$ cat src/rtl/fifo_pkg.sv
// fifo_pkg: shared defaults and sizing helpers for the fifo_umbrales bank.
package fifo_pkg;
  localparam int DATA_W_DEF = 6;
  localparam int ADDR_W_DEF = 3;
  localparam int DEPTH = 1 << ADDR_W_DEF;
  function automatic int cnt_w(input int aw);
    return aw + 1;
  endfunction
endpackage

$ cat src/rtl/fifo_umbrales_memoria_dual.sv
// memoria_dual: simple dual-port register file, synchronous write, registered synchronous read.
module memoria_dual #(
  parameter int DATA_W = 6,
  parameter int ADDR_W = 3
) (
  input  logic              clk,
  input  logic              reset,
  input  logic              we,
  input  logic [ADDR_W-1:0] wa,
  input  logic [DATA_W-1:0] wd,
  input  logic              re,
  input  logic [ADDR_W-1:0] ra,
  output logic [DATA_W-1:0] rd
);
  logic [DATA_W-1:0] mem [1 << ADDR_W];
  always_ff @(posedge clk)
    if (we) mem[wa] <= wd;
  always_ff @(posedge clk or negedge reset)
    if (!reset) rd <= '0;
    else if (re) rd <= mem[ra];
endmodule

$ cat src/rtl/fifo_umbrales.sv
// fifo_umbrales: synchronous FIFO with almost-empty/almost-full thresholds and sticky error flag.
// Define FIFO_PEAK_EN to add the registered high-water mark output peak.
module fifo_umbrales
  import fifo_pkg::*;
#(
  parameter int DATA_W = DATA_W_DEF,
  parameter int ADDR_W = ADDR_W_DEF
) (
  input  logic              clk,
  input  logic              reset,
  input  logic              push,
  input  logic [DATA_W-1:0] data_in,
  input  logic              pop,
  output logic [DATA_W-1:0] data_out,
  output logic              valid_out,
  input  logic [7:0]        bajo,
  input  logic [7:0]        alto,
  output logic              empty,
  output logic              full,
  output logic              almost_empty,
  output logic              almost_full,
`ifdef FIFO_PEAK_EN
  output logic [ADDR_W:0]   peak,
`endif
  output logic              error_out
);
  localparam int CW = cnt_w(ADDR_W);
  localparam logic [CW-1:0] DEPTH_C = {1'b1, {ADDR_W{1'b0}}};
  logic [ADDR_W-1:0] wr_ptr, rd_ptr;
  logic [CW-1:0] count, count_nx;
  logic push_ok, pop_ok;
  assign empty = count == '0;
  assign full = count == DEPTH_C;
  assign almost_empty = 8'(count) <= bajo;
  assign almost_full = 8'(count) >= alto;
  assign push_ok = push && (!full || pop);
  assign pop_ok = pop && !empty;
  assign count_nx = push_ok && !pop_ok ? count + CW'(1) :
                    !push_ok && pop_ok ? count - CW'(1) : count;
  memoria_dual #(.DATA_W(DATA_W), .ADDR_W(ADDR_W)) u_mem (
    .clk(clk), .reset(reset),
    .we(push_ok), .wa(wr_ptr), .wd(data_in),
    .re(pop_ok), .ra(rd_ptr), .rd(data_out)
  );
  always_ff @(posedge clk or negedge reset)
    if (!reset) begin
      wr_ptr <= '0;
      rd_ptr <= '0;
      count <= '0;
      valid_out <= 1'b0;
      error_out <= 1'b0;
    end else begin
      wr_ptr <= push_ok ? wr_ptr + ADDR_W'(1) : wr_ptr;
      rd_ptr <= pop_ok ? rd_ptr + ADDR_W'(1) : rd_ptr;
      count <= count_nx;
      valid_out <= pop_ok;
      error_out <= error_out || (push && full && !pop) || (pop && empty);
    end
`ifdef FIFO_PEAK_EN
  always_ff @(posedge clk or negedge reset)
    if (!reset) peak <= '0;
    else if (count_nx > peak) peak <= count_nx;
`endif
endmodule

$ cat config.mk
export PLATFORM = sky130hd
export DESIGN_NAME = fifo_umbrales
export DESIGN_NICKNAME = d
export VERILOG_FILES = /design/src/rtl/fifo_pkg.sv /design/src/rtl/fifo_umbrales_memoria_dual.sv /design/src/rtl/fifo_umbrales.sv
export SDC_FILE = /design/constraint.sdc
export NUM_CORES = 1
export LEC_CHECK = 0
export BUFFER_PORTS_ARGS = -buffer_cell sky130_fd_sc_hd__buf_2
export CAP_MARGIN = 20
export CORE_MARGIN = 2
export CORE_UTILIZATION = 35
export CTS_BUF_LIST = sky130_fd_sc_hd__clkbuf_8
export CTS_CLUSTER_DIAMETER = 30
export DETAILED_ROUTE_END_ITERATION = 10
export GPL_TIMING_DRIVEN = 0
export PLACE_DENSITY_LB_ADDON = 0.2
export REMOVE_ABC_BUFFERS = 1
export SLEW_MARGIN = 25
export SYNTH_ARGS = -nofsm -noshare
export SYNTH_HDL_FRONTEND = slang
export SYNTH_SLANG_ARGS = --single-unit
$ cat constraint.sdc
create_clock -name clk -period 2.4 [get_ports clk]
set_input_delay 0 -clock clk [delete_from_list [all_inputs] [get_ports clk]]
set_output_delay 0 -clock clk [all_outputs]
set_load 0.02 [all_outputs]
== Word-level counts from Yosys, hierarchy flattened ==
Memories as Yosys holds them, arrays and structs flattened. A register that Yosys moved wholly into a read port is not among the register bits.
Cells that the tools add are included.
W data, S select, Z words.

* Input port bits: 26
* Flip-flop bits (word level): 12
* Memories: 1
* Bits in writable memories: 48

{| class="wikitable"
|+ Memories
! memory !! depth !! bits a word !! read ports !! clocked after Yosys merged registers in !! wr ports !! line !! source
|-
| u_mem.mem || 8 || 6 || 1 || 1 || 1 || fifo_umbrales_memoria_dual.sv:15 || <nowiki>logic [DATA_W-1:0] mem [1 << ADDR_W];</nowiki>
|}

* Equality and inequality tests: 1
* Muxes and demuxes: 4
* Add/subtract/negate cells: 4
* $lt $le $gt $ge: 2
* Reduce and logical (&&, ||, !) cells: 18

{| class="wikitable"
|+ Operators by type and width
! operator !! count
|-
| $ge A4 B8 Y1 || 1
|-
| $le A4 B8 Y1 || 1
|-
| $mux W4 || 2
|-
| $logic_and A1 B1 Y1 || 7
|-
| $add A3 B1 Y3 const B || 2
|-
| $logic_not A1 Y1 || 6
|-
| $add A4 B1 Y4 const B || 1
|-
| $eq A4 B4 Y1 const B || 1
|-
| $logic_not A4 Y1 || 1
|-
| $sub A4 B1 Y4 const B || 1
|-
| $logic_or A1 B1 Y1 || 3
|-
| $mux W1 || 2
|-
| $reduce_bool A2 Y1 || 1
|}

== Longest topological paths before layout ==
* Word-level depth: 8
* Mapped depth: 11
* Mapped depth without buffers: 10

== Hierarchy ==
A second synthesis with hierarchy kept.

* Cell total of the unflattened synthesis: 205
* Area total of the unflattened synthesis: 2,984.1 um^2

{| class="wikitable"
|+ Modules (own cells, without submodules)
! module !! times used !! area each (um^2) !! cells each !! seq. area each (um^2)
|-
| memoria_dual || 1 || 2,147.1 || 124 || 1,591.5
|-
| fifo_umbrales || 1 || 837.1 || 81 || 300.3
|}

== Least setup slack after synthesis ==
Ideal clock, no wire load.

* Path kind: register to register
* Start point: register count[1]
* End point: register count[3]
* Data arrival time: 2.479 ns
* Setup slack: -0.215 ns
* Library setup time: 0.136 ns
* Data required time: 2.264 ns
* Period minus slack after synthesis: 2.615 ns
* Stages on the path, launching flop included: 10
* Path through: dfrtp_1 -> or3_4 -> o21ai_4 -> buf_6 -> ha_1 -> inv_1 -> ha_1 -> a21o_1 -> a2111oi_0 -> o31ai_1

* Word-level cells in the longest chain between the ends: 7

{| class="wikitable"
|+ Ends and longest elaborated chain
! what !! line !! source
|-
| start: declaration || fifo_umbrales.sv:30 || <nowiki>logic [CW-1:0] count, count_nx;</nowiki>
|-
| start signal: assignment || fifo_umbrales.sv:55 || <nowiki>count <= count_nx;</nowiki>
|-
| branches (longest 7 deep; another with $sub A4 B1 Y4) || n/a ||
|}

Several ways; the timed one is not identified. The select of a mux whose other input is x is not followed.
A chain may end at the register's enable or synchronous reset.

== Final worst setup path ==
* Start point: register count[2]
* End point: register count[3]

* Word-level cells in the longest chain between the ends: 7

{| class="wikitable"
|+ Ends and longest elaborated chain
! what !! line !! source
|-
| $eq A4 B4 Y1 (*) || fifo_umbrales.sv:33 || <nowiki>assign full = count == DEPTH_C;</nowiki>
|-
| $logic_not A1 Y1 (*) || fifo_umbrales.sv:36 || <nowiki>assign push_ok = push && (!full || pop);</nowiki>
|-
| $logic_or A1 B1 Y1 (*) || fifo_umbrales.sv:36 ||
|-
| $logic_and A1 B1 Y1 (*) || fifo_umbrales.sv:36 ||
|-
| net push_ok || fifo_umbrales.sv:31 || <nowiki>logic push_ok, pop_ok;</nowiki>
|-
| $logic_not A1 Y1 || fifo_umbrales.sv:39 || <nowiki>!push_ok && pop_ok ? count - CW'(1) : count;</nowiki>
|-
| $logic_and A1 B1 Y1 || fifo_umbrales.sv:39 ||
|-
| $reduce_bool A2 Y1 (no line) || n/a ||
|}

The timed path passes the listed nets; every way through them passes the cells marked *. The select of a mux whose other input is x is not followed.

==> impl_metrics.yaml <==
cts:
  root_buffer: "clkbuf_8"
  tritoncts: "done"
  ctsLongestPathBuffers: 2
  cts_buffers: 9
  clock-sinks: 66
  h-tree-depth: 3
  path_clk_slew_ns: 0.07
  insertion_delay_ns: 0.34
hold_path:
  worstHoldPathType: "input pin to flip-flop"
  worstHoldPathCells: 3
  worstHoldEndpoint: "error_out$_DFF_PN0_"
  holdCritStartpoint: "pop"
sta:
  timing.final.crit_share_pct: 95.60
  tightest_slew_ns: 0.9261
  fmax_mhz: 435.9
  slew_violations: 0
  timing.slew.headroom_pct: 37.79
  finClkSkew_ns: 0.01098
  hold_viol_final: 0
  setup_ws_ns: 0.1056
  setup_viol: 0
  layout_min_cycle_time_ns: 2.294
synthesis:
  syn_area_per_cell_sq_um: 14.18
  yosysSeqAreaShare_pct: 62.95
  yosys_warnings: 0
  synth_cell_types: 34
  ys_ff_latch: 66
  netlist_area_sq_mm: 0.003005
  syn_inst: 212
global_routing:
  grt-ovfl-total: 0
  grt_max_degree: 27
  grtUsageTotal_pct: 12.64
  grt_pass1_vias: 1799
  antenna_found_initial: 0
  grt_pass1_wl_mm: 8.963
placed_design:
  io_buffers: 37
  place_ws_ns: -0.5740
  gp_congestion: 0.7329
  placed_area_sq_mm: 0.003259
  hpwlAfterDp_mm: 3.717
critical_path:
  cp_max_fo: 3
  cp-start-kind: "flip-flop"
  r2r-end: "count[3]$_DFFE_PN0P_"
  slowest_delay_ns: 0.43
  reg2reg_from: "count[2]$_DFFE_PN0P_"
  reg2regPathDepth: 10
  critical_path_class: "flip-flop to flip-flop"
  end_kind: "flip-flop"
  rrSetupSlack_ns: 0.11
  arrival_ns: 2.51
  crit_chain: "or3_4 -> o21ai_4 -> inv_4 -> ha_4 -> inv_2 -> ha_1 -> a21o_1 -> a21oi_2 -> mux2i_1 -> o31ai_1"
  critPathRequiredTime_ns: 2.62
  critPathSlowestCell: "or3_4"
die:
  start_util_pct: 36.39
  io_pins: 38
  die_h_microns: 96.67
  core_area_sq_mm: 0.008258
  num_rows: 33
  die_w_microns: 96.67
  die-area_sq_mm: 0.009344
final_layout:
  layout-drive-gt1-share_pct: 34.18
  fin_area_sq_mm: 0.003697
  nets: 310
  area_growth_pct: 23.02
  fill_cells: 790
  antenna_cells: 0
detailed_routing:
  drc: 0
  dr.first_iter.drc_count: 58
  viasPerCell: 4.782
  wl_per_cell_microns: 14.49
  wl_mm: 5.508
  ant_nets: 0
  dr_total_vias: 1817
  first_pass_iters: 4
run_status:
  status: "finished, final reports clean"
job:
  max_cap_viol_count: 0
power_and_ir_drop:
  power_leakage_nw: 1.463
  power.density_cell_area_mw_per_mm2: 1190
  total_power_mw: 4.401
  ir_worst_vdd_uv: 364.0
## Yosys cell counts
cell / count / area [sq um]
o31ai_1: 1 / 7.510
a21oi_1: 2 / 10.01
dfrtp_1: 18 / 450.4
nand2_1: 21 / 78.83
nor2_1: 7 / 26.28
buf_12: 2 / 40.04
a221o_1: 6 / 60.06
o21a_1: 2 / 15.01
buf_6: 2 / 22.52
edfxtp_1: 48 / 1441
o21ai_4: 2 / 32.53
or3_4: 1 / 11.26
clkbuf_1: 2 / 7.510
a21boi_0: 1 / 7.510
nand4_1: 1 / 6.260
fa_1: 1 / 20.02
mux2_2: 13 / 146.4
inv_2: 1 / 3.750
nor4_1: 3 / 18.77
mux2i_1: 14 / 140.1
a2111oi_0: 1 / 8.760
inv_1: 10 / 37.54
o22ai_1: 6 / 37.54
nand2b_1: 4 / 25.02
o21ai_2: 1 / 8.760
o21ai_0: 4 / 20.02
nor2b_1: 2 / 12.51
a21o_1: 2 / 15.01
o21ai_1: 5 / 25.02
xnor2_1: 6 / 52.55
o211ai_1: 1 / 7.510
ha_1: 13 / 162.7
inv_4: 1 / 6.260
nor3_1: 8 / 40.04
## placed cells by master, fill, tap and decap left out, types with 2 or more instances in the layout
| cell type | n |
|---|---|
| bufinv_16 | 3 |
| o22ai_1 | 6 |
| dlygate4sd3_1 | 7 |
| ha_4 | 2 |
| clkinv_2 | 3 |
| dfrtp_1 | 13 |
| inv_2 | 2 |
| xnor2_1 | 6 |
| o21a_1 | 2 |
| mux2i_1 | 14 |
| dfrtp_2 | 5 |
| a21o_1 | 2 |
| a221o_1 | 6 |
| nor2_1 | 7 |
| nand2b_1 | 4 |
| buf_4 | 9 |
| inv_1 | 10 |
| nor2b_1 | 2 |
| o21ai_0 | 4 |
| edfxtp_1 | 48 |
| nor4_1 | 2 |
| nor3_2 | 3 |
| o21ai_1 | 5 |
| buf_2 | 37 |
| mux2_2 | 13 |
| ha_1 | 11 |
| o21ai_4 | 2 |
| nand2_1 | 21 |
| nor3_1 | 5 |
| clkbuf_8 | 9 |
## routing by layer
layer | global-route usage [%] | vias to the layer above | routed length (microns)
met5 | 0 | - | 0
met3 | 5.853 | 7 | 271
met1 | 16.40 | 862 | 2713
li1 | - | 907 | -
met4 | 3.900 | 0 | 76
met2 | 18.96 | 41 | 2447
## how the worst max path moves through the flow
stage | endpoint | cells past startpoint | startpoint | slack [ns]
floorplan | count[3]$_DFFE_PN0P_ | 8 | count[1]$_DFFE_PN0P_ | -0.24
global placement | count[3]$_DFFE_PN0P_ | 8 | count[1]$_DFFE_PN0P_ | -0.54
detailed placement | count[3]$_DFFE_PN0P_ | 8 | count[1]$_DFFE_PN0P_ | -0.57
CTS | count[3]$_DFFE_PN0P_ | 9 | count[1]$_DFFE_PN0P_ | 0.02
global route | count[3]$_DFFE_PN0P_ | 10 | count[2]$_DFFE_PN0P_ | -0.008
finish | count[3]$_DFFE_PN0P_ | 10 | count[2]$_DFFE_PN0P_ | 0.11
## critical path: cells and delay by family, from the launching register on
kind | cells | cell delay, ns
multiplexers | 1 | 0.20
AO/OA/AOI/OAI | 4 | 0.66
adder cells (fa/ha/maj) | 2 | 0.38
AND/OR/NAND/NOR | 1 | 0.43
flip-flops | 1 | 0.40
buffers and inverters | 2 | 0.10
## cell type report
type | instances | area, sq um | area share (%)
Timing Repair Buffer | 53 | 322.8 | 8.731
Tap cell | 105 | 131.4 | 3.553
Sequential cell | 66 | 1898 | 51.34
Clock buffer | 9 | 123.9 | 3.350
Clock inverter | 7 | 108.9 | 2.944
Multi-Input combinational cell | 128 | 1065 | 28.80
Inverter | 12 | 47.55 | 1.286
## logic make-up (layout without fill, tap and decap cells)
family                     after synthesis  count (layout)  share of synthesized area (%)
AOI/OAI and AO/OA                       34              34                          8.493
muxes                                   27              27                          9.534
DFF                                     66              66                          62.95
and+or+nand+nor                         47              47                          7.286
adders and majority gates               14              14                          6.078
xor gates and xnor gates                 6               6                          1.749
buffers and inverters                   18              81                          3.914
## through the flow
step / hold WS (ns) / util, % / cells / setup TNS (ns)
after floorplan: -0.2956 / - / 206 / -0.2444
after global routing: 0.06136 / 44.77 / 380 / -0.008161
after global placement: -0.02807 / 39.38 / 348 / -0.8678
after detailed placement: -0.02784 / 39.47 / 348 / -0.9657
after CTS: 0.03364 / 43.95 / 377 / 0
final: 0.06753 / 44.77 / 380 / 0
## where the power goes
part	total, mW	leakage, nW	switching [mW]	internal [mW]
clock network	1.08	0.124	0.398	0.680
registers	1.78	0.643	0.272	1.51
logic	1.54	0.696	0.801	0.741
## state kept, by name (all words and copies together) (netlist names)
| register | count |
|---|---|
| u_mem.rd | 6 |
| wr_ptr | 3 |
| valid_out | 1 |
| count | 4 |
| u_mem.mem | 48 |
| error_out | 1 |
| rd_ptr | 3 |
## what timing repair did
item / in CTS / in global routing
endpoints found under the hold margin: 66 / 0
hold buffers: 7 / 0
endpoints found under the setup margin: 3 / 1
pin swaps: 2 / 7
gates resized for setup: 8 / 5
buffers inserted: 6 / 3
Power figures use the tool's default switching activity.
